$ cat config.mk
export PLATFORM = sky130hd
export DESIGN_NAME = ahb_master_port
export DESIGN_NICKNAME = d
export VERILOG_FILES = /design/src/rtl/ahb_master_port.sv
export SDC_FILE = /design/constraint.sdc
export NUM_CORES = 1
export LEC_CHECK = 0
export BUFFER_PORTS_ARGS = -buffer_cell sky130_fd_sc_hd__buf_2
export CORE_MARGIN = 2
export CORE_UTILIZATION = 52
export DETAILED_ROUTE_END_ITERATION = 8
export HOLD_SLACK_MARGIN = 0.02
export PLACE_DENSITY = 0.79
export SETUP_SLACK_MARGIN = 0.05
export SLEW_MARGIN = 10
export SYNTH_ARGS = -nofsm -noshare
export SYNTH_HDL_FRONTEND = slang
export SYNTH_SLANG_ARGS = --single-unit
export TNS_END_PERCENT = 100
$ cat constraint.sdc
create_clock -name clk -period 2.7 [get_ports clk]
set_clock_uncertainty 0.05 [all_clocks]
set_input_delay 0.27 -clock clk [delete_from_list [all_inputs] [get_ports clk]]
set_output_delay 0.27 -clock clk [all_outputs]
set_load 0.01 [all_outputs]
$ cat src/rtl/ahb_master_port.sv
// ---------------------------------------------------------------------------
// ahb_master_port
//   AHB-Lite initiator for the SDRAM controller's slave port. It accepts one
//   command at a time from a local client. A command is either a SINGLE word
//   or a 4-beat INCR4 burst. The block runs the pipelined address and data
//   phases, including wait states, and returns read beats plus a
//   completion/error status. It is the only master on the bus, so it also
//   drives h_sel.
//
// Ports
//   clk, rst             system clock, synchronous active-high reset
//   cmd_valid/cmd_ready  command handshake (cmd_ready high only when idle)
//   cmd_write/cmd_burst  1 = write / 1 = INCR4
//   cmd_addr             first-beat word address
//   cmd_wdata            4 write beats, beat n at [n*DATA_W +: DATA_W]
//   rd_valid/rd_data     one pulse per completed read beat
//   done/err             completion pulse, err = bus error or timeout
//   h_*                  AHB-Lite master signals (all registered)
// ---------------------------------------------------------------------------
module ahb_master_port #(
   parameter int ADDR_W  = 25,
   parameter int DATA_W  = 32,
   parameter int TIMEOUT = 255
) (
   input  logic                  clk,
   input  logic                  rst,
   input  logic                  cmd_valid,
   output logic                  cmd_ready,
   input  logic                  cmd_write,
   input  logic                  cmd_burst,
   input  logic [ADDR_W-1:0]     cmd_addr,
   input  logic [4*DATA_W-1:0]   cmd_wdata,
   output logic                  rd_valid,
   output logic [DATA_W-1:0]     rd_data,
   output logic                  done,
   output logic                  err,
   output logic                  h_sel,
   output logic [1:0]            h_trans,
   output logic                  h_write,
   output logic [2:0]            h_burst,
   output logic [ADDR_W-1:0]     h_addr,
   output logic [DATA_W-1:0]     h_wdata,
   input  logic                  h_ready,
   input  logic                  h_resp,
   input  logic [DATA_W-1:0]     h_rdata
);

   localparam logic [1:0] S_IDLE = 2'd0;
   localparam logic [1:0] S_ADDR = 2'd1;   // first address phase, no data yet
   localparam logic [1:0] S_BEAT = 2'd2;   // data of beat n overlaps address of beat n+1
   localparam logic [1:0] S_LAST = 2'd3;   // data phase of the final beat only

   localparam logic [1:0] HT_IDLE   = 2'd0;
   localparam logic [1:0] HT_NONSEQ = 2'd2;
   localparam logic [1:0] HT_SEQ    = 2'd3;
   localparam logic [2:0] HB_SINGLE = 3'b000;
   localparam logic [2:0] HB_INCR4  = 3'b011;

   localparam int TO_W = $clog2(TIMEOUT + 1);

   logic [1:0]          r_state;
   logic [1:0]          r_beat;     // index of the beat whose address is on the bus
   logic [4*DATA_W-1:0] r_wdata;    // remaining write beats, next one in the low word
   logic [TO_W-1:0]     r_to_cnt;   // consecutive h_ready=0 cycles

   logic w_accept;
   logic w_dphase;
   logic w_dp_ok;
   logic w_dp_err;
   logic w_timeout;
   logic w_abort;

   assign cmd_ready = (r_state == S_IDLE);
   assign w_accept  = cmd_valid && cmd_ready;

   // h_resp only means something while a data phase is in progress.
   assign w_dphase  = (r_state == S_BEAT) || (r_state == S_LAST);
   assign w_dp_ok   = w_dphase && h_ready && !h_resp;
   assign w_dp_err  = w_dphase && h_ready &&  h_resp;

   // This is the TIMEOUT-th consecutive stalled cycle.
   assign w_timeout = (r_state != S_IDLE) && !h_ready &&
                      (r_to_cnt == TO_W'(TIMEOUT - 1));
   assign w_abort   = w_dp_err || w_timeout;

   // NOTE: every register below is assigned with <= so all of them update
   // together from the values held before the edge, matching the AHB pipeline.
   always_ff @(posedge clk) begin
      if (rst) begin
         r_state  <= S_IDLE;
         r_beat   <= '0;
         r_wdata  <= '0;
         r_to_cnt <= '0;
         rd_valid <= 1'b0;
         rd_data  <= '0;
         done     <= 1'b0;
         err      <= 1'b0;
         h_sel    <= 1'b0;
         h_trans  <= HT_IDLE;
         h_write  <= 1'b0;
         h_burst  <= HB_SINGLE;
         h_addr   <= '0;
         h_wdata  <= '0;
      end else begin
         rd_valid <= 1'b0;
         done     <= 1'b0;

         if (h_ready || (r_state == S_IDLE)) begin
            r_to_cnt <= '0;
         end else begin
            r_to_cnt <= r_to_cnt + TO_W'(1);
         end

         if (w_dp_ok && !h_write) begin
            rd_valid <= 1'b1;
            rd_data  <= h_rdata;
         end

         if (w_abort) begin
            // The erroring beat and every later beat are dropped.
            h_trans <= HT_IDLE;
            h_sel   <= 1'b0;
            done    <= 1'b1;
            err     <= 1'b1;
            r_state <= S_IDLE;
         end else begin
            case (r_state)
               S_IDLE: begin
                  if (w_accept) begin
                     h_sel   <= 1'b1;
                     h_trans <= HT_NONSEQ;
                     h_addr  <= cmd_addr;
                     h_write <= cmd_write;
                     h_burst <= cmd_burst ? HB_INCR4 : HB_SINGLE;
                     r_wdata <= cmd_wdata;
                     r_beat  <= 2'd0;
                     err     <= 1'b0;
                     r_state <= S_ADDR;
                  end
               end
               S_ADDR: begin
                  if (h_ready) begin
                     // The address was accepted, so its data phase starts
                     // next cycle with that beat's write word.
                     h_wdata <= r_wdata[DATA_W-1:0];
                     r_wdata <= {{DATA_W{1'b0}}, r_wdata[4*DATA_W-1:DATA_W]};
                     if (h_burst == HB_INCR4) begin
                        h_trans <= HT_SEQ;
                        h_addr  <= h_addr + ADDR_W'(1);
                        r_beat  <= 2'd1;
                        r_state <= S_BEAT;
                     end else begin
                        h_trans <= HT_IDLE;
                        r_state <= S_LAST;
                     end
                  end
               end
               S_BEAT: begin
                  // h_resp=1 with h_ready=1 was already handled as an abort.
                  if (h_ready) begin
                     h_wdata <= r_wdata[DATA_W-1:0];
                     r_wdata <= {{DATA_W{1'b0}}, r_wdata[4*DATA_W-1:DATA_W]};
                     if (r_beat == 2'd3) begin
                        h_trans <= HT_IDLE;
                        r_state <= S_LAST;
                     end else begin
                        // Wraps modulo 2^ADDR_W with no 1 KB boundary split.
                        h_addr <= h_addr + ADDR_W'(1);
                        r_beat <= r_beat + 2'd1;
                     end
                  end
               end
               S_LAST: begin
                  if (h_ready) begin
                     h_sel   <= 1'b0;
                     done    <= 1'b1;
                     err     <= 1'b0;
                     r_state <= S_IDLE;
                  end
               end
               default: r_state <= S_IDLE;
            endcase
         end
      end
   end

endmodule
== Word-level counts from Yosys, hierarchy flattened ==
Cells that the tools add are included.

* Logic and storage cells: 103
* Bits in registers: 239
* Bits of input ports: 192

* Eq/ne operators: 16
* Bitwise operators: 1
* Reduce and logical (&&, ||, !) cells: 30
* Add/subtract/negate cells: 3
* Multiplexer cells: 39

{| class="wikitable"
|+ Operators with widths
! operator !! count
|-
| $mux 128 || 2
|-
| $pmux 128 s2 || 1
|-
| $mux 25 || 5
|-
| $pmux 25 s3 || 1
|-
| $mux 2 || 16
|-
| $add 25x1->25 const B || 1
|-
| $pmux 2 s3 || 2
|-
| $reduce_and 3->1 || 4
|-
| $ne 2x2->1 const B || 5
|-
| $reduce_and 5->1 || 2
|-
| $mux 1 || 9
|-
| $add 8x1->8 const B || 1
|-
| $eq 8x8->1 const B || 1
|-
| $pmux 2 s4 || 1
|-
| $logic_and 1x1->1 || 7
|-
| $reduce_and 7->1 || 1
|-
| $eq 2x2->1 const B || 3
|-
| $ne 2x1->1 const B || 3
|-
| $reduce_bool 2->1 || 3
|-
| $reduce_bool 3->1 || 2
|-
| $reduce_or 2->1 || 3
|-
| $pmux 1 s2 || 2
|-
| $reduce_and 4->1 || 1
|-
| $eq 3x2->1 const B || 1
|-
| 8 further kinds || 12
|}

== Longest topological paths before layout ==
Gate-level depths: netlist of run 1.

* Word-level depth: 7
* Gate-level depth with buffers: 11
* Mapped depth without buffers: 7

== Worst setup path before layout of run 1 ==
Ideal clock, no wire load.

* Kind: reg2reg
* From: register r_state[0]
* To: register h_addr[21]
* Setup time: 0.121 ns
* Stages on the path, launching flop included: 11
* Period minus slack after synthesis: 2.186 ns
* Path slack: 0.514 ns
* Path buffers: 3
* Arrival: 2.015 ns
* Required time: 2.529 ns
* Cell sequence: dfxtp_1 -> inv_1 -> ha_1 -> buf_6 -> o211ai_1 -> nand3_1 -> or3_4 -> buf_6 -> buf_6 -> o31ai_1 -> nor3_1

* Word-level cells in the longest chain between the ends: 7
* Elaborated cells between the ends (all ways): 21
* Those cells by class: eq/ne (8); mux (1); bitwise (1); reduce/logical (11)

{| class="wikitable"
|+ RTL lines
! element !! RTL line !! RTL
|-
| from (decl) || 61 || <nowiki>logic [1:0] r_state;</nowiki>
|-
| from (signal assigned) || 90 || <nowiki>r_state <= S_IDLE;</nowiki>
|-
| from (signal assigned) || 125 || <nowiki>r_state <= S_IDLE;</nowiki>
|-
| from (signal assigned) || 138 || <nowiki>r_state <= S_ADDR;</nowiki>
|-
| $eq 2x2->1, on equally long branches || 77, 127 ||
|-
| $logic_or 1x1->1 || 77 || <nowiki>assign w_dphase = (r_state == S_BEAT) || (r_state == S_LAST);</nowiki>
|-
| $logic_and 1x1->1 (2 in series) || 79 || <nowiki>assign w_dp_err = w_dphase && h_ready && h_resp;</nowiki>
|-
| $logic_or 1x1->1 || 84 || <nowiki>assign w_abort = w_dp_err || w_timeout;</nowiki>
|-
| $not 1->1 (no source line) || - ||
|-
| $reduce_and 7->1 (no source line) || - ||
|-
| to (signal assigned) || 132 || <nowiki>h_addr <= cmd_addr;</nowiki>
|-
| to (signal assigned) || 149 || <nowiki>h_addr <= h_addr + ADDR_W'(1);</nowiki>
|-
| to (signal assigned) || 168 || <nowiki>h_addr <= h_addr + ADDR_W'(1);</nowiki>
|-
| to (decl) || 41 || <nowiki>output logic [ADDR_W-1:0] h_addr,</nowiki>
|}

Parallel ways exist; a longest one is shown, timed or not.
A chain may end at the register's enable or synchronous reset.

== Worst setup path in the final report of run 1 ==
* From: register r_state[0]
* To: register r_wdata[23]

* Word-level cells in the longest chain between the ends: 7
* Elaborated cells between the ends (all ways): 19
* Those cells by class: eq/ne (5); mux (1); bitwise (1); reduce/logical (12)

{| class="wikitable"
|+ RTL lines
! element !! RTL line !! RTL
|-
| $eq 2x2->1, on equally long branches || 77, 127 ||
|-
| $logic_or 1x1->1 || 77 ||
|-
| $logic_and 1x1->1 (2 in series) || 79 ||
|-
| $logic_or 1x1->1 || 84 ||
|-
| $not 1->1 (no source line) || - ||
|-
| $reduce_and 4->1 (no source line) || - ||
|-
| to (signal assigned) || 135 || <nowiki>r_wdata <= cmd_wdata;</nowiki>
|-
| to (signal assigned) || 146 || <nowiki>r_wdata <= {{DATA_W{1'b0}}, r_wdata[4*DATA_W-1:DATA_W]};</nowiki>
|-
| to (signal assigned) || 162 || <nowiki>r_wdata <= {{DATA_W{1'b0}}, r_wdata[4*DATA_W-1:DATA_W]};</nowiki>
|-
| to (decl) || 63 || <nowiki>logic [4*DATA_W-1:0] r_wdata;</nowiki>
|}

Parallel ways exist; a longest one is shown, timed or not.

==> flow_summary.ini, run 1 <==
[status]
status = complete, no violations

[die]
die_area_sq_um = 20700
fp.dieH_um = 144
start_util = 0.526
row_count = 51
core_region_area_sq_um = 19300
die_x_um = 144
io_pins = 292

[synthesis]
async_reset_ff_frac = 0
synth_edf_count = 0
synthAdderAreaFrac = 0.0111
yosys-top-cells-count = dfxtp_1, nand2_1, a21oi_1
synth_top_cell_area_share = 0.466
avgSynthCellArea_sq_um = 8.46
syn_area_sq_um = 10200
netlist-cell-type-count = 51
ys_seq_elements = 237
synth-simple-area-share = 0.188
ys.flop_type = dfxtp_1
synth_top_family_by_area = simple AND/OR/NAND/NOR gates
synthMuxAreaShare = 0.100
synth-xor-area-share = 0.00431
synth_top_cell_by_area = dfxtp_1
netlist_instances = 1202
synth_compound_area_frac = 0.180
syn-num-nets = 1403
synth_most_common_cell = dfxtp_1
yosys-top-cells-area = dfxtp_1, mux2i_1, a211oi_1, nand2_1, a21oi_1
ys_seq_area_frac = 0.466
ys_warn_count = 0

[route]
post_drt_via_cell_ratio = 5.53
via_count = 9959
drtPass1Iterations = 5
ant_nets = 0
wirelength_um = 29200
drtIter0Drc = 664
drc_errors = 0
wl_per_cell_um = 16.2

[global_routing]
antenna_found_initial = 6
grt_max_degree = 134
first_global_vias = 9237
grt_usage = 0.267
grt.overflow.total = 0
grt_pass1_wl_um = 45400

[sta]
slew_headroom = 0.475
tightest_slew_ps = 780
fmax_mhz = 417
hold_viol_final = 0
setup_violations = 0
fin_crit_sh = 0.889
rsz0062_at_grt = no
setup_tns_ps = 0
finalMaxSlewViolations = 0
period_minus_slack_ps = 2400
hold_ws_ps = 33.7

[clocking]
ctsRootBufferMaster = clkbuf_16
clock_latency_ps = 520
htreeDepth = 1
clk_pin_slew_ps = 60
cts.path.max_buffers = 3
clkSinkCount = 237
cts_resized = 0
cts_made_buffers = 26
cts_tree = yes

[finish]
drive_gt1_frac = 0.241
n_fill_cell = 1486
final_nets = 1712
multiInputGateArea_sq_um = 4950
seqCellArea_sq_um = 4740
area_delta_synth_final_pct = 32.2

[power_and_ir_drop]
peakVddDrop_mv = 0.786
p_per_area_nw_per_um2 = 1190
p_leak_nw = 5.57

[critical_path]
crit_required_ps = 3060
crit_type = reg2reg
start_kind = flop
endpoint_kind = flop
cp_cell_sequence = inv_1, ha_1, o211ai_1, buf_4, and3_4, buf_12, nor2_1, a211oi_1
max_stage_delay_ps = 400
cp.arrival_ps = 2760
crit_fanout = 81
slowest_stage = dfxtp_1

[placed_design]
place.gp.congestion = 0.876
portBuffers = 290
hpwl_um = 18300

[flow_run]
maxCapViolations = 0

[hold_path]
hp-class = in2reg
-- cells in the final DEF, fill, tap and decap left out, drive strengths merged, types with 5 or more instances in the layout --
| cell type | Yosys | final |
|---|---|---|
| nand2 | 187 | 187 |
| o31ai | 7 | 7 |
| nor3 | 15 | 15 |
| nor4 | 5 | 5 |
| nand3 | 50 | 50 |
| dfxtp | 237 | 237 |
| a21oi | 131 | 131 |
| o21ai | 30 | 30 |
| inv | 12 | 12 |
| or3 | 5 | 5 |
| and4 | 5 | 5 |
| ha | 9 | 9 |
| dlygate4sd3 | 0 | 72 |
| a31oi | 5 | 5 |
| clkbuf | 65 | 38 |
| nor2b | 9 | 9 |
| a211oi | 103 | 103 |
| diode | 0 | 5 |
| mux2i | 102 | 102 |
| nand2b | 5 | 5 |
| nand4 | 16 | 16 |
| and3 | 5 | 5 |
| buf | 37 | 311 |
| nor2 | 126 | 126 |
-- report_power, final --
group	switching, W	leakage (nW)	internal, W
Sequential	0.000689	1.94	0.00449
Clock	0.00141	0.460	0.00239
Combinational	0.00417	3.17	0.00281
Total	0.00627	5.57	0.00970
-- logic make-up (layout without fill, tap and decap cells) --
group,count (synthesis),after routing
AND/OR/NAND/NOR,438,438
AO/OA/AOI/OAI,296,296
flip-flops,237,237
buffers and inverters,114,442
multiplexers,102,102
adder cells (fa/ha/maj),9,9
XOR/XNOR,5,5
other,1,6
-- worst max-delay path, delay by kind of cell (launching register included) --
| family | cells | cell delay [ps] |
|---|---|---|
| buf+inv | 3 | 590 |
| compound gates | 2 | 520 |
| flops | 1 | 400 |
| simple gates | 2 | 400 |
| fa+ha+maj | 1 | 290 |
-- metrics by stage --
step / area [sq um] / total power [W] / util / worst slack [ps] / std cells
after CTS: 13400 / 0.0159 / 0.695 / 311 / 1795
after floorplan: 10200 / 0.0104 / - / 514 / 1202
after global placement: 11800 / 0.0118 / 0.609 / 530 / 1676
after detailed placement: 11800 / 0.0120 / 0.609 / 421 / 1676
after global routing: 13400 / 0.0170 / 0.695 / 135 / 1797
final: 13400 / 0.0160 / 0.695 / 300 / 1800
-- sequential cells by signal, indices dropped and copies added (netlist names), 2 cells and up --
register / cells
h_addr: 25
h_trans: 2
h_wdata: 32
r_beat: 2
r_state: 2
r_to_cnt: 8
r_wdata: 128
rd_data: 32
-- routing by layer --
metal | global-route usage | vias up | share of wire
met5 | 0 | - | 0.00045
met4 | 0.103 | 2 | 0.040
met3 | 0.0506 | 87 | 0.075
met2 | 0.436 | 440 | 0.46
met1 | 0.352 | 4563 | 0.43
li1 | - | 4867 | -
-- final cells by class --
type,instances,share of cell area
clock buffers,38,0.0585
repair buffers,383,0.180
flip-flops and latches,237,0.353
well taps,265,0.0247
clock inverters,9,0.0110
diodes,5,0.000931
inverters,12,0.00335
multi-input cells,851,0.368
-- path summary, 6_finish.rpt --
check	startpoint	endpoint	slack (ps)	cells past startpoint
hold / removal	cmd_addr[21]	h_addr[21]$_SDFFE_PP0P_	30	3
setup / recovery	r_state[0]$_SDFFE_PP0P_	r_wdata[23]$_SDFFE_PP0P_	300	8
setup reg to reg	r_state[0]$_SDFFE_PP0P_	r_wdata[23]$_SDFFE_PP0P_	300	8
hold reg to reg	h_wdata[22]$_SDFFE_PP0P_	h_wdata[22]$_SDFFE_PP0P_	400	2
-- repair_timing --
action                    in CTS  in global routing
buffers inserted               0                  0
hold endpoints to repair      74                  0
hold buffers                  72                  0
Power figures use the tool's default switching activity.
==> run 2, diff against run 1 <==
==> constraint.sdc (replaced) <==
create_clock -name clk -period 2.7 [get_ports clk]
set_clock_uncertainty 0.05 [all_clocks]
set_input_delay 0.27 -clock clk [delete_from_list [all_inputs] [get_ports clk]]
set_output_delay 0.27 -clock clk [all_outputs]
set_load 0.05 [all_outputs]
==> flow_summary.ini, run 2 (same netlist as run 1, synthesis figures left out) <==
[status]
status = complete, no violations

[critical_path]
path_delay_family = buffers and inverters
cp_num_buf_inv = 3
cp_cell_sequence = inv_1, ha_1, o211ai_1, buf_4, and3_4, buf_12, nor2_1, a211oi_1
crit_type = reg2reg
start_kind = flop
slowest_stage = dfxtp_1
endpoint_kind = flop
cp.arrival_ps = 2690
crit_fanout = 81
max_stage_delay_ps = 400
crit_required_ps = 3080

[finish]
drive_gt1_frac = 0.241
layout_common_cells = buf_2, dfxtp_1, nand2_1
final_core_util = 0.696
largest-register = r_wdata
area_delta_synth_final_pct = 32.4
largest_reg_flops = 128
layout_commonest_cell = buf_2
n_fill_cell = 1501
top_regs = r_wdata x128, h_wdata x32, rd_data x32
stdcell_area_sq_um = 13500
final_nets = 1722

[die]
core_region_area_sq_um = 19300
die_x_um = 144
die_area_sq_um = 20700
start_util = 0.526
io_pins = 292
fp.dieH_um = 144
row_count = 51

[sta]
setup_tns_ps = 0
hold_ws_ps = 30.3
finalMaxSlewViolations = 0
period_minus_slack_ps = 2310
setup_violations = 0
fmax_mhz = 433
rsz0062_at_grt = no
fin_crit_sh = 0.856
slew_headroom = 0.473
tightest_slew_ps = 783
hold_viol_final = 0

[clocking]
clock_latency_ps = 530
clk_pin_slew_ps = 60
htreeDepth = 1
ctsRootBufferMaster = clkbuf_16
cts_made_buffers = 26
cts.path.max_buffers = 3
cts_tree = yes
clkSinkCount = 237
postCtsSetupBuffers = 0

[global_routing]
first_global_vias = 9264
grt_pass1_wl_um = 45600
grt_max_degree = 134
grt_usage = 0.268
antenna_found_initial = 6
grt.overflow.total = 0

[placed_design]
place.gp.congestion = 0.868
hpwl_um = 18600
place_area_sq_um = 11800
portBuffers = 290

[power_and_ir_drop]
p_per_area_nw_per_um2 = 1220
peakVddDrop_mv = 0.813
p_leak_nw = 5.57

[route]
wl_per_cell_um = 16.0
post_drt_via_cell_ratio = 5.46
drtIter0Drc = 633
via_count = 9920
ant_nets = 0
drc_errors = 0
drtPass1Iterations = 5
wirelength_um = 29100

[hold_path]
hp-class = in2reg

[flow_run]
maxCapViolations = 0
run 2: area by class of cell:
type	instances	area (sq um)	share of cell area
clock inverter	10	67.6	0.00502
antenna	12	30.0	0.00223
timing repair buffer	393	2520	0.187
tap	265	332	0.0246
sequential	237	4740	0.352
clock buffer	38	776	0.0576
multi-input combinational	851	4950	0.368
inverter	12	45.0	0.00334
run 2: path summary, 6_finish.rpt:
check / from / to / slack, ps / cells after the start
min reg2reg: r_wdata[104]$_SDFFE_PP0P_ / r_wdata[104]$_SDFFE_PP0P_ / 400 / 2
max: r_state[0]$_SDFFE_PP0P_ / r_wdata[92]$_SDFFE_PP0P_ / 390 / 8
min: cmd_wdata[61] / r_wdata[61]$_SDFFE_PP0P_ / 30 / 3
max reg2reg: r_state[0]$_SDFFE_PP0P_ / r_wdata[92]$_SDFFE_PP0P_ / 390 / 8
run 2: report_power, final:
| part | switching (W) | internal, W | total, W | leakage [nW] |
|---|---|---|---|---|
| Clock | 0.00142 | 0.00200 | 0.00342 | 0.421 |
| Sequential | 0.000677 | 0.00449 | 0.00517 | 1.94 |
| Combinational | 0.00497 | 0.00283 | 0.00780 | 3.21 |
| Total | 0.00707 | 0.00932 | 0.0164 | 5.57 |
run 2: tightest hold or removal path: stages:
cell      delay, ps
buf_2            90
mux2i_1         120
a211oi_1         80
run 2: metal layers:
| metal | vias up | track usage | part of all wire |
|---|---|---|---|
| met5 | - | 0 | 0.00031 |
| met4 | 2 | 0.109 | 0.035 |
| met3 | 80 | 0.0536 | 0.076 |
| met2 | 377 | 0.432 | 0.46 |
| met1 | 4553 | 0.354 | 0.43 |
| li1 | 4908 | - | - |
run 2: what timing repair did:
item                      in CTS  in global routing
hold buffers                  81                  0
resized for setup              0                  0
hold endpoints to repair      83                  0
run 2: through the flow:
| step | worst slack, ps | std cells | total power, W |
|---|---|---|---|
| after global placement | 520 | 1677 | 0.0126 |
| after CTS | 377 | 1806 | 0.0164 |
| final | 389 | 1818 | 0.0164 |
| after global routing | 179 | 1809 | 0.0174 |
| after detailed placement | 424 | 1677 | 0.0128 |
| after floorplan | 306 | 1202 | 0.0112 |
